**src/rtl/dram_arbiter.sv**
```systemverilog
// dram_arbiter: shares one DRAM port between instruction fetch (read),
// data load (read) and data store (write). One transaction in flight at a
// time, data-first priority, with a starvation counter that forces a fetch
// grant after STARVE_LIMIT consecutive data grants while fetch is waiting.
module dram_arbiter #(
  parameter int ADDR_W       = 32,
  parameter int DATA_W       = 32,
  parameter int STARVE_LIMIT = 4
) (
  input  logic              clk,
  input  logic              reset,
  // instruction fetch client
  input  logic              if_req,
  input  logic [ADDR_W-1:0] if_addr,
  output logic              if_fin,
  output logic [DATA_W-1:0] if_data,
  // data load client
  input  logic              ld_req,
  input  logic [ADDR_W-1:0] ld_addr,
  output logic              ld_fin,
  output logic [DATA_W-1:0] ld_data,
  // data store client
  input  logic              st_req,
  input  logic [ADDR_W-1:0] st_addr,
  input  logic [DATA_W-1:0] st_data,
  output logic              st_fin,
  // DRAM controller side
  output logic              dram_rd_req,
  output logic [ADDR_W-1:0] dram_rd_addr,
  input  logic [DATA_W-1:0] dram_rd_data,
  input  logic              dram_rd_fin,
  output logic              dram_wr_req,
  output logic [ADDR_W-1:0] dram_wr_addr,
  output logic [DATA_W-1:0] dram_wr_data,
  input  logic              dram_wr_fin,
  // status
  output logic              busy,
  output logic [1:0]        owner
);

  typedef enum logic [1:0] {IDLE, RD, WR, DONE} state_e;
  typedef enum logic [1:0] {
    OWN_NONE = 2'd0,
    OWN_IF   = 2'd1,
    OWN_LD   = 2'd2,
    OWN_ST   = 2'd3
  } owner_e;

  // Counter must hold 0..STARVE_LIMIT; keep at least one bit for LIMIT=0.
  localparam int               CNT_W = (STARVE_LIMIT < 1) ? 1 : $clog2(STARVE_LIMIT + 1);
  localparam logic [CNT_W-1:0] LIMIT = CNT_W'(STARVE_LIMIT);

  state_e           state_q;
  owner_e           owner_q;
  owner_e           grant_d;
  logic [CNT_W-1:0] starve_q;
  logic [CNT_W-1:0] starve_d;

  // IDLE-cycle arbitration: starved fetch first, then store, load, fetch.
  always_comb begin
    // NOTE: every combinational output gets a default first, otherwise an
    // unassigned path holds its old value and synthesis infers a latch.
    grant_d = OWN_NONE;
    if (if_req && (starve_q == LIMIT)) grant_d = OWN_IF;
    else if (st_req)                   grant_d = OWN_ST;
    else if (ld_req)                   grant_d = OWN_LD;
    else if (if_req)                   grant_d = OWN_IF;
  end

  // Starvation count: cleared by a fetch grant, bumped by a data grant
  // while fetch is waiting; a waiting fetch at LIMIT always wins, so the
  // increment can never overshoot.
  always_comb begin
    starve_d = starve_q;
    if (grant_d == OWN_IF) begin
      starve_d = '0;
    end else if ((grant_d != OWN_NONE) && if_req && (starve_q != LIMIT)) begin
      starve_d = starve_q + CNT_W'(1);
    end
  end

  // Transaction FSM with registered client and DRAM outputs.
  always_ff @(posedge clk or negedge reset) begin
    if (!reset) begin
      // NOTE: the data/address registers are reset too (not just control),
      // because every output must read 0 while reset is asserted.
      state_q      <= IDLE;
      owner_q      <= OWN_NONE;
      starve_q     <= '0;
      if_fin       <= 1'b0;
      if_data      <= '0;
      ld_fin       <= 1'b0;
      ld_data      <= '0;
      st_fin       <= 1'b0;
      dram_rd_req  <= 1'b0;
      dram_rd_addr <= '0;
      dram_wr_req  <= 1'b0;
      dram_wr_addr <= '0;
      dram_wr_data <= '0;
    end else begin
      // NOTE: non-blocking assignments so every register samples the
      // pre-edge values; the fin defaults below make them one-cycle pulses.
      if_fin <= 1'b0;
      ld_fin <= 1'b0;
      st_fin <= 1'b0;
      unique case (state_q)
        IDLE: begin
          starve_q <= starve_d;
          owner_q  <= grant_d;
          unique case (grant_d)
            OWN_IF: begin
              dram_rd_req  <= 1'b1;
              dram_rd_addr <= if_addr;
              state_q      <= RD;
            end
            OWN_LD: begin
              dram_rd_req  <= 1'b1;
              dram_rd_addr <= ld_addr;
              state_q      <= RD;
            end
            OWN_ST: begin
              dram_wr_req  <= 1'b1;
              dram_wr_addr <= st_addr;
              dram_wr_data <= st_data;
              state_q      <= WR;
            end
            default: ;
          endcase
        end
        RD: begin
          if (dram_rd_fin) begin
            dram_rd_req <= 1'b0;
            if (owner_q == OWN_IF) begin
              if_data <= dram_rd_data;
              if_fin  <= 1'b1;
            end else begin
              ld_data <= dram_rd_data;
              ld_fin  <= 1'b1;
            end
            state_q <= DONE;
          end
        end
        WR: begin
          if (dram_wr_fin) begin
            dram_wr_req <= 1'b0;
            st_fin      <= 1'b1;
            state_q     <= DONE;
          end
        end
        DONE: begin
          owner_q <= OWN_NONE;
          state_q <= IDLE;
        end
        default: state_q <= IDLE;
      endcase
    end
  end

  assign busy  = (state_q != IDLE);
  assign owner = owner_q;

endmodule
```
**config.mk**
```make
export PLATFORM = sky130hd
export DESIGN_NAME = dram_arbiter
export DESIGN_NICKNAME = d
export VERILOG_FILES = /design/src/rtl/dram_arbiter.sv
export SDC_FILE = /design/constraint.sdc
export NUM_CORES = 1
export LEC_CHECK = 0
export ABC_AREA = 1
export BUFFER_PORTS_ARGS = -buffer_cell sky130_fd_sc_hd__buf_2
export CORE_MARGIN = 8
export CORE_UTILIZATION = 42
export CTS_BUF_LIST = sky130_fd_sc_hd__clkbuf_16
export CTS_CLUSTER_DIAMETER = 50
export CTS_CLUSTER_SIZE = 24
export DETAILED_ROUTE_END_ITERATION = 10
export GPL_TIMING_DRIVEN = 0
export HOLD_SLACK_MARGIN = 0.12
export PLACE_DENSITY_LB_ADDON = 0.1
export SYNTH_ARGS = -nofsm -noshare
export SYNTH_HDL_FRONTEND = slang
export SYNTH_SLANG_ARGS = --single-unit
```
**constraint.sdc**
```tcl
create_clock -name clk -period 2.2 [get_ports clk]
set_clock_uncertainty 0.15 [all_clocks]
set_input_delay 0.44 -clock clk [delete_from_list [all_inputs] [get_ports clk]]
set_output_delay 0.44 -clock clk [all_outputs]
set_load 0.01 [all_outputs]
```
### Yosys cells after proc, flatten, opt, wreduce, memory -nomap -nowiden

Index checks and enable logic that the tools add are counted.

* flip-flop bits (word level): 172
* bits of input ports: 167
* output and inout bits: 168
* word-level logic and storage cells: 75

* $add $sub $neg: 1
* equal/unequal tests: 14
* muxes and demuxes: 26
* bitwise gates (word level): 1
* reductions and logical operators: 20

Operator list (count)
* 32-bit case mux with 2 select lines: 1
* 3-bit AND reduction: 5
* 2-bit nonzero test: 7
* 1-bit two-way mux: 13
* 2-bit two-way mux: 5
* 2-bit == test, second input constant: 4
* 2-bit case mux with 2 select lines: 2
* 2-bit case mux with 4 select lines: 1
* 2-bit by 1-bit == test with 1-bit output, second input constant: 3
* 3-bit two-way mux: 2
* 2-bit inequality test, second input constant: 3
* 2-bit AND reduction: 3
* 1-bit case mux with 2 select lines: 2
* 3-bit by 1-bit adder with 3-bit output, second input constant: 1
* 3-bit == test, second input constant: 1
* 1-bit logical AND: 3
* 3-bit by 2-bit inequality test with 1-bit output, second input constant: 1
* 3-bit inequality test, second input constant: 1
* 2-bit logical NOT: 1
* 2-bit by 1-bit inequality test with 1-bit output, second input constant: 1
* 2-bit OR reduction: 1
* 1-bit NOT: 1

### Logic depth before layout (Yosys ltp)

Gate-level depths: netlist of the first run.

* depth after elaboration: 9
* mapped depth: 12
* depth with buffers taken out: 12

### Worst setup path before layout of the first run

OpenSTA, ideal clock, no wires.

* path kind: register -> register
* start point: register starve_q[0]
* end point: register dram_wr_addr[0]
* library setup time: 125 ps
* arrival time: 1819 ps
* required time: 1925 ps
* slack: 106 ps
* stages on the path, launching flop included: 11
* buffers on the path: 2
* clock period less this slack: 2094 ps
* cells stage by stage: dfrtp_1 -> inv_1 -> ha_1 -> nand3_1 -> o21ai_0 -> inv_1 -> ha_1 -> nand2_4 -> buf_6 -> buf_6 -> mux2_4

* word-level cells in the longest chain between the ends: 5

Ends and longest elaborated chain
* start, declared: line 56 `logic [CNT_W-1:0] starve_q;`
* start signal, assigned: line 108 `starve_q <= starve_d;`
* 3-bit == test: line 64 `if (if_req && (starve_q == LIMIT)) grant_d = OWN_IF;`
* 1-bit logical AND: line 64
* 2-bit two-way mux: line 64
* 2-bit == test: line 110 `unique case (grant_d)`
* 2-bit AND reduction (no line)
* end signal, assigned: line 123 `dram_wr_addr <= st_addr;`
* end, declared: line 33 `output logic [ADDR_W-1:0] dram_wr_addr,`

Every way passes these cells.
A chain may end at the register's enable or synchronous reset.

### Worst setup path in the final report of the first run

* start point: register starve_q[0]
* end point: register dram_wr_data[30]

* word-level cells in the longest chain between the ends: 5

Ends and longest elaborated chain
* 3-bit == test: line 64
* 1-bit logical AND: line 64
* 2-bit two-way mux: line 64
* 2-bit == test: line 110
* 2-bit AND reduction (no line)
* end signal, assigned: line 124 `dram_wr_data <= st_data;`
* end, declared: line 34 `output logic [DATA_W-1:0] dram_wr_data,`

Every way passes these cells.

==> flow_metrics.tcl, run 1 <==
set metrics [dict create \
    ir_drop_v 0.000624 \
    fin_crit_ns 2.14 \
    synth_top_family_by_area "multiplexers" \
    grt_antenna_before_repair 1 \
    area_growth_pct 57.3 \
    vias 6370 \
    synthCells 647 \
    num_rows 47 \
    gp_congestion 0.772 \
    slew_viol_final 0 \
    busiest_layer "met2" \
    final_common_cell "buf_2" \
    clk_path_buf_depth 2 \
    use_met2_pct 38.3 \
    cts_tree "done" \
    dpl.hpwl_mm 16.9 \
    drt_iter0_drc 287 \
    path_clk_slew_ns 0.07 \
    worstPathCellList "inv_1 > ha_2 > nand3_2 > nand3b_1 > buf_6 > ha_4 > nand2_8 > clkbuf_16 > buf_12 > mux2_4" \
    grt_pass1_wl_mm 37.4 \
    yosysWarnings 0 \
    outcome "complete, no violations" \
    seq_area_frac_synth_pct 60.9 \
    dpl.cell_count 1202 \
    max_freq_mhz 467 \
    wl_per_cell_um 17.6 \
    drv_cap 0 \
    final_nets 1305 \
    instances_no_fill 1362 \
    dieHeight_um 146 \
    crit_path_end_kind "register" \
    numPortBuffers 334 \
    most-common-layout-cells "buf_2 (343), dfrtp_1 (172), nand2_1 (153)" \
    wirelength_mm 24.0 \
    p_per_area_nw_per_um2 1340 \
    syn-num-nets 824 \
    pin_count 335 \
    ys_seq_elements 172 \
    initial_utilization_pct 42.8 \
    drive_above_1_share_pct 42.2 \
    dieArea_sq_um 21200 \
    synth_compound_area_share_pct 8.01 \
    coreArea_sq_um 16500 \
    synth-simple-area-share_pct 11.4 \
    power_leakage_nw 5.93 \
    synth_mux_area_share_pct 12.2 \
    power_mw 14.9 \
    ctsHtreeMaxLevel 4 \
    critPathSlowestCell "dfrtp_1" \
    cts_sinks 172 \
    syn_area_sq_um 7070 \
    first_global_vias 6854 \
    hold_ws_ns 0.142 \
    finalSetupViolations 0 \
    final_antenna_net_count 0 \
    clkLatencyLatePin_ns 0.42 \
    cts_made_buffers 17 \
    hold_path.class "input pin to register" \
    ys_types 21 \
    cp.required_ns 2.35 \
    drc 0 \
    synthAdderAreaFrac_pct 1.77 \
    overflow 0 \
    grt_usage_pct 22.0 \
    slew_headroom_pct 63.6 \
    fin_crit_sh_pct 97.3 \
    use_met3_pct 7.59 \
    hold_viol 0 \
    via_per_inst 4.68 \
    path_max_fanout 5 \
    critPathMaxStageDelay_ns 0.41 \
    grt_max_degree 105 \
    drt-pass1-iter-count 4 \
    use_met1_pct 24.5 \
    critPathLaunchType "register" \
    rsz0062_at_grt "yes" \
    worst_slew_pin_slew_ns 0.546 \
    crit_type "register to register" \
    cts_root_buffer "clkbuf_16" \
    die_width_um 146 \
    critPathArrivalTime_ns 2.29 \
    synth_xor_area_share_pct 0 \
    avgSynthCellArea_sq_um 10.9 \
]
[metal layers]
metal  up-vias  share of wire, %
met5         -                 0
met4         0               2.3
met2       262                50
met1      3007                40
li1       3067                 -
met3        34               7.7
[synth_stat cells (all sizes together)]
cell,number,area share [%]
inv,55,2.9
nand3b,1,0.11
nor3,1,0.071
o21ai,72,5.1
dfrtp,172,61
nand2,154,8.3
ha,10,1.8
nand3,6,0.42
clkbuf,9,0.48
a31oi,32,2.8
buf,26,2.3
o22ai,1,0.089
mux2,64,12
nor2,44,2.6
[critical path, delay by kind of cell (launching register included)]
| family | cells | cell delay, ns |
|---|---|---|
| buffers and inverters | 4 | 0.54 |
| and+or+nand+nor | 3 | 0.28 |
| muxes | 1 | 0.29 |
| adders and majority gates | 2 | 0.36 |
| DFF | 1 | 0.41 |
[final cells by class]
cell class                 count  area, sq um
fill                        1304         5400
sequential                   172         4300
timing repair buffer         463         3070
multi-input combinational    385         2410
clock buffer                  17          425
buffer                        34          293
tap                          220          275
inverter                      55          214
clock inverter                15          135
antenna                        1         2.50
[per-stage QoR]
| stage | worst slack, ns | cell area (sq um) | utilization [%] | setup TNS [ns] |
|---|---|---|---|---|
| floorplan | 0.106 | 7070 | - | 0 |
| CTS | 0.00527 | 10800 | 65.6 | 0 |
| detailed placement | -0.347 | 9060 | 54.8 | -18.96 |
| global route | -0.0286 | 11100 | 67.3 | -0.627 |
| global placement | -2.29 | 9020 | 54.6 | -413.44 |
| finish | 0.0592 | 11100 | 67.3 | 0 |
[worst paths after layout]
check / startpoint / end / slack (ns) / cells after the start
hold / removal: if_addr[18] / dram_rd_addr[18]$_DFFE_PN0P_ / 0.14 / 3
max in group asynchronous: reset / dram_rd_addr[29]$_DFFE_PN0P_ / 0.60 / 3
setup reg to reg: starve_q[0]$_DFFE_PN0P_ / dram_wr_data[30]$_DFFE_PN0P_ / 0.06 / 10
min in group asynchronous: reset / ld_data[11]$_DFFE_PN0P_ / 0.40 / 2
hold reg to reg: ld_data[23]$_DFFE_PN0P_ / ld_data[23]$_DFFE_PN0P_ / 0.33 / 2
setup / recovery: starve_q[0]$_DFFE_PN0P_ / dram_wr_data[30]$_DFFE_PN0P_ / 0.06 / 10
[what timing repair did]
action / CTS / global route
endpoints found under the hold margin: 167 / 0
gates resized for setup: 25 / 32
gates cloned: 0 / 6
buffers inserted: 2 / 6
pin swaps: 2 / 4
hold buffers: 114 / 0
endpoints found under the setup margin: 98 / 93
[registers in the layout (all words and copies together) (netlist names), 2 cells and up]
signal	count
dram_rd_addr	32
dram_wr_addr	32
dram_wr_data	32
if_data	32
ld_data	32
starve_q	3
owner	2
state_q	2
[report_power, final]
group	total, mW	switching [mW]	internal [mW]
Clock	2.90	1.24	1.65
Combinational	6.50	3.34	3.16
Sequential	5.52	0.816	4.70
[kinds of logic (layout without fill, tap and decap cells)]
group,Yosys count,after routing
compound gates,105,105
fa+ha+maj,10,10
buf+inv,90,584
flops,172,172
mux,64,64
other cells,0,1
simple gates,206,206
Note: power is estimated with default switching activity, not from simulation.
==> run 2: changes to the inputs <==
--- a/config.mk
+++ b/config.mk
@@ -5,7 +5,6 @@
 export SDC_FILE = /design/constraint.sdc
 export NUM_CORES = 1
 export LEC_CHECK = 0
-export ABC_AREA = 1
 export BUFFER_PORTS_ARGS = -buffer_cell sky130_fd_sc_hd__buf_2
 export CORE_MARGIN = 8
 export CORE_UTILIZATION = 42
==> flow_metrics.tcl, run 2 <==
set metrics [dict create \
    hold_path.class "input pin to register" \
    dieHeight_um 147 \
    finalSetupViolations 20 \
    path_clk_slew_ns 0.06 \
    grt_antenna_before_repair 3 \
    crit_type "register to register" \
    syn-num-nets 660 \
    fill_cells 1259 \
    ys_seq_elements 172 \
    pin_count 335 \
    drt-pass1-iter-count 4 \
    synth.cells.most_frequent "dfrtp_1 (172), mux2_2 (65), mux2_4 (58), nand2_1 (35), o21ai_0 (35)" \
    num_rows 48 \
    first_global_vias 6510 \
    ctsHtreeMaxLevel 4 \
    worst_slew_pin_slew_ns 0.553 \
    synth_xor_area_share_pct 0 \
    hold_ws_ns 0.142 \
    synth_mux_area_share_pct 27.5 \
    busiest_layer "met2" \
    crit_path_end_kind "register" \
    violations "negative setup slack" \
    cts_sinks 172 \
    synth.most_common_cell "dfrtp_1" \
    cp.required_ns 2.35 \
    initial_utilization_pct 42.5 \
    slew_headroom_pct 63.2 \
    wirelength_mm 22.6 \
    place_ws_ns -0.436 \
    final_common_cell "buf_2" \
    p_per_area_nw_per_um2 1390 \
    drc 0 \
    synth_compound_area_share_pct 4.35 \
    overflow 0 \
    critPathMaxStageDelay_ns 0.36 \
    cts_tree "done" \
    fin_crit_sh_pct 101 \
    most-common-layout-cells "buf_2 (333), dfrtp_1 (172), mux2_4 (98)" \
    hold_viol 0 \
    rsz0062_at_grt "yes" \
    fin_crit_ns 2.23 \
    max_freq_mhz 448 \
    ir_drop_v 0.000757 \
    worstPathCellList "inv_2 > ha_4 > a21bo_4 > a21oi_4 > inv_2 > ha_4 > nand2_8 > buf_12 > clkbuf_16 > mux2_4" \
    cts_made_buffers 17 \
    power_mw 15.9 \
    synth_edf_count 0 \
    critPathArrivalTime_ns 2.38 \
    numPortBuffers 334 \
    final_antenna_net_count 0 \
    use_met3_pct 7.78 \
    use_met2_pct 35.3 \
    grt_usage_pct 20.4 \
    slew_viol_final 0 \
    coreArea_sq_um 17100 \
    synth_area_leaders "dfrtp_1 (59%), mux2_4 (12%), mux2_2 (10%)" \
    layout_setup_ws_ns -0.0314 \
    dieArea_sq_um 21700 \
    syn_area_sq_um 7240 \
    ys_types 36 \
    drt_iter0_drc 214 \
    avgSynthCellArea_sq_um 15.0 \
    path_max_fanout 6 \
    via_per_inst 4.72 \
    synth_async_sr_flop_share_pct 100 \
    vias 5601 \
    power_leakage_nw 5.94 \
    synthCells 483 \
    yosys.area.top_type "dfrtp_1" \
    grt_pass1_wl_mm 35.2 \
    critPathSlowestCell "dfrtp_1" \
    die_width_um 147 \
    yosys.area.top_type_share_pct 59.4 \
    use_met1_pct 21.8 \
    yosysWarnings 0 \
    synth-simple-area-share_pct 3.37 \
    final_nets 1123 \
    outcome "finished with violations" \
    wl_per_cell_um 19.1 \
    synth_top_family_by_area "multiplexers" \
    grt_max_degree 104 \
    drv_cap 0 \
    cts_root_buffer "clkbuf_16" \
    seq_area_frac_synth_pct 59.4 \
    dpl.hpwl_mm 15.9 \
    drive_above_1_share_pct 57.0 \
    synthFlopType "dfrtp_1" \
    clkLatencyLatePin_ns 0.41 \
    synthAdderAreaFrac_pct 1.73 \
    area_growth_pct 57.9 \
    critPathLaunchType "register" \
    clk_path_buf_depth 2 \
    gp_congestion 0.781 \
]
run 2: worst paths after layout:
check	from	to	slack, ns	depth (start not counted)
setup / recovery	starve_q[1]$_DFFE_PN0P_	dram_wr_addr[9]$_DFFE_PN0P_	-0.03	10
setup reg to reg	starve_q[1]$_DFFE_PN0P_	dram_wr_addr[9]$_DFFE_PN0P_	-0.03	10
hold / removal	dram_wr_fin	st_fin$_DFF_PN0_	0.14	2
min in group asynchronous	reset	dram_wr_addr[3]$_DFFE_PN0P_	0.41	2
max in group asynchronous	reset	if_data[1]$_DFFE_PN0P_	0.58	3
hold reg to reg	dram_rd_addr[23]$_DFFE_PN0P_	dram_rd_addr[23]$_DFFE_PN0P_	0.33	2
run 2: critical path: cells and delay by family, from the launching register on:
family	cells	cell delay, ns
buffers and inverters	4	0.47
AO/OA/AOI/OAI	2	0.37
flip-flops	1	0.36
adder cells (fa/ha/maj)	2	0.36
multiplexers	1	0.30
AND/OR/NAND/NOR	1	0.10
run 2: cells by family after synthesis:
logic type | after synthesis
buffers and inverters | 38
muxes | 161
and+or+nand+nor | 49
DFF | 172
adders and majority gates | 10
AOI/OAI and AO/OA | 53
run 2: stage by stage:
stage	cells	utilization [%]	instance area [sq um]	setup TNS, ns
after CTS	1177	65.2	11100	-1.29
after detailed placement	1043	54.3	9260	-23.94
after floorplan	483	-	7270	-0.173
final	1186	67.0	11400	-0.266
after global placement	1042	54.1	9220	-357.21
after global routing	1186	67.0	11400	-2.51
run 2: power breakdown:
| part | internal (mW) | total, mW | switching, mW |
|---|---|---|---|
| registers | 4.74 | 5.62 | 0.882 |
| logic | 3.95 | 7.18 | 3.23 |
| clock network | 1.88 | 3.07 | 1.20 |
| total | 10.6 | 15.9 | 5.31 |
run 2: layer usage:
layer | vias to the layer above | routed length (um)
met5 | - | 0
met4 | 0 | 602
met3 | 36 | 1960
met2 | 229 | 11500
met1 | 2727 | 8540
li1 | 2609 | -
run 2: timing repair:
item / in CTS / in global routing
endpoints found under the hold margin: 195 / 0
gates resized for setup: 55 / 74
setup endpoints to repair: 101 / 102
hold buffers: 97 / 0
buffers inserted: 5 / 1
pin swaps: 2 / 3
cloned: 1 / 5
run 2: area by class of cell:
class | instances | area [sq um] | area share (%)
plain buffers | 25 | 372 | 3.25
multi-input cells | 273 | 2950 | 25.8
well taps | 225 | 282 | 2.46
inverters | 13 | 48.8 | 0.427
clock inverters | 14 | 176 | 1.54
repair buffers | 444 | 2870 | 25.1
diodes | 3 | 7.51 | 0.0657
flip-flops and latches | 172 | 4300 | 37.6
clock buffers | 17 | 425 | 3.72
==> run 3: changes to the inputs <==
--- a/config.mk
+++ b/config.mk
@@ -15,6 +15,7 @@
 export GPL_TIMING_DRIVEN = 0
 export HOLD_SLACK_MARGIN = 0.12
 export PLACE_DENSITY_LB_ADDON = 0.1
+export SKIP_CTS_REPAIR_TIMING = 1
 export SYNTH_ARGS = -nofsm -noshare
 export SYNTH_HDL_FRONTEND = slang
 export SYNTH_SLANG_ARGS = --single-unit
==> flow_metrics.tcl, run 3 (synthesis gave the netlist of run 2 again) <==
set metrics [dict create \
    initial_utilization_pct 42.5 \
    fin_crit_sh_pct 103 \
    drv_cap 0 \
    most-common-layout-cells "buf_2 (333), dfrtp_1 (172), mux2_4 (100)" \
    cts_made_buffers 17 \
    path_clk_slew_ns 0.07 \
    power_frac_clock_pct 19.0 \
    drive_above_1_share_pct 60.8 \
    worst_slew_pin_slew_ns 0.540 \
    swShare_pct 33.6 \
    grt_max_degree 104 \
    vias 5721 \
    crit_path_end_kind "register" \
    clk_path_buf_depth 2 \
    rsz0062_at_grt "yes" \
    drt_iter0_drc 239 \
    grt_usage_pct 18.6 \
    numPortBuffers 334 \
    fin_crit_ns 2.26 \
    gp_congestion 0.781 \
    critPathMaxStageDelay_ns 0.39 \
    max_freq_mhz 442 \
    power.switching_mw 5.48 \
    final_nets 1130 \
    worstPathCellList "inv_2 > ha_4 > a21bo_4 > a21oi_4 > inv_2 > ha_4 > nand2_8 > clkbuf_16 > clkbuf_16 > mux2_4" \
    final_antenna_net_count 0 \
    comb_power_share_pct 46.2 \
    hold_viol 0 \
    via_per_inst 4.80 \
    outcome "finished with violations" \
    violations "negative setup slack" \
    clkLatencyLatePin_ns 0.42 \
    crit_type "register to register" \
    hold_ws_ns 0.124 \
    cp.required_ns 2.34 \
    p_int_mw 10.8 \
    slew_headroom_pct 64.0 \
    wl_per_cell_um 19.3 \
    critPathLaunchType "register" \
    fin_tns_setup_ns -1.41 \
    cts_tree "done" \
    cts_sinks 172 \
    drt-pass1-iter-count 4 \
    drc 0 \
    area_growth_pct 61.5 \
    wirelength_mm 23.1 \
    place_ws_ns -0.436 \
    critPathSlowestCell "dfrtp_1" \
    grt_pass1_wl_mm 31.9 \
    num_rows 48 \
    dieHeight_um 147 \
    power_leakage_nw 6.06 \
    path_max_fanout 5 \
    dpl.hpwl_mm 15.9 \
    overflow 0 \
    finalSetupViolations 51 \
    cts_root_buffer "clkbuf_16" \
    die_width_um 147 \
    pin_count 335 \
    power_frac_seq_pct 34.8 \
    slew_viol_final 0 \
    ir_drop_v 0.000753 \
    first_global_vias 5859 \
    ctsHtreeMaxLevel 4 \
    p_per_area_nw_per_um2 1390 \
    coreArea_sq_um 17100 \
    critPathArrivalTime_ns 2.40 \
    layout_setup_ws_ns -0.0622 \
    hold_path.class "input pin to register" \
    dieArea_sq_um 21700 \
    grt_antenna_before_repair 2 \
    final_common_cell "buf_2" \
]
==> run 3: worst paths after layout <==
| check | startpoint | endpoint | slack [ns] | cells after the start |
|---|---|---|---|---|
| setup reg to reg | starve_q[0]$_DFFE_PN0P_ | dram_wr_data[28]$_DFFE_PN0P_ | -0.06 | 10 |
| hold / removal | dram_rd_data[22] | ld_data[22]$_DFFE_PN0P_ | 0.12 | 2 |
| max in group asynchronous | reset | if_data[1]$_DFFE_PN0P_ | 0.60 | 3 |
| min in group asynchronous | reset | dram_wr_addr[3]$_DFFE_PN0P_ | 0.40 | 2 |
| setup / recovery | starve_q[0]$_DFFE_PN0P_ | dram_wr_data[28]$_DFFE_PN0P_ | -0.06 | 10 |
| hold reg to reg | dram_rd_addr[31]$_DFFE_PN0P_ | dram_rd_addr[31]$_DFFE_PN0P_ | 0.32 | 2 |
==> run 3: layer usage <==
metal / vias up / global-route usage [%] / wire length [um]
li1: 2628 / - / -
met1: 2809 / 20.1 / 8750
met2: 233 / 31.5 / 11800
met3: 51 / 7.72 / 1850
met4: 0 / 8.11 / 691
met5: - / 0 / 0
==> run 3: power by group through the flow <==
stage	clock network, mW	registers (mW)	logic, mW
floorplan	0	6.28	2.91
global placement	0	5.51	6.08
detailed placement	0	5.60	6.24
CTS	3.17	5.57	6.25
global route	3.30	5.84	8.09
finish	3.09	5.67	7.54
==> run 3: cell type report <==
class | count | area, sq um
Clock buffer | 17 | 425
Tap cell | 225 | 282
Clock inverter | 14 | 176
Fill cell | 1210 | 5360
Multi-Input combinational cell | 273 | 3060
Sequential cell | 172 | 4300
Antenna cell | 2 | 5.00
Buffer | 25 | 377
Timing Repair Buffer | 451 | 3020
Inverter | 13 | 48.8
==> run 3: metrics by stage <==
stage               area (sq um)  power [mW]  utilization (%)  cells
floorplan                   7270        9.19                -    483
global placement            9220        11.6             54.1   1042
detailed placement          9260        11.8             54.3   1043
CTS                         9860        15.0             57.8   1074
global route               11700        17.2             68.6   1192
finish                     11700        16.3             68.6   1192
==> run 3: critical path: cells and delay by family, from the launching register on <==
| family | cells | cell delay, ns |
|---|---|---|
| flops | 1 | 0.39 |
| fa+ha+maj | 2 | 0.36 |
| simple gates | 1 | 0.10 |
| compound gates | 2 | 0.40 |
| mux | 1 | 0.30 |
| buf+inv | 4 | 0.44 |
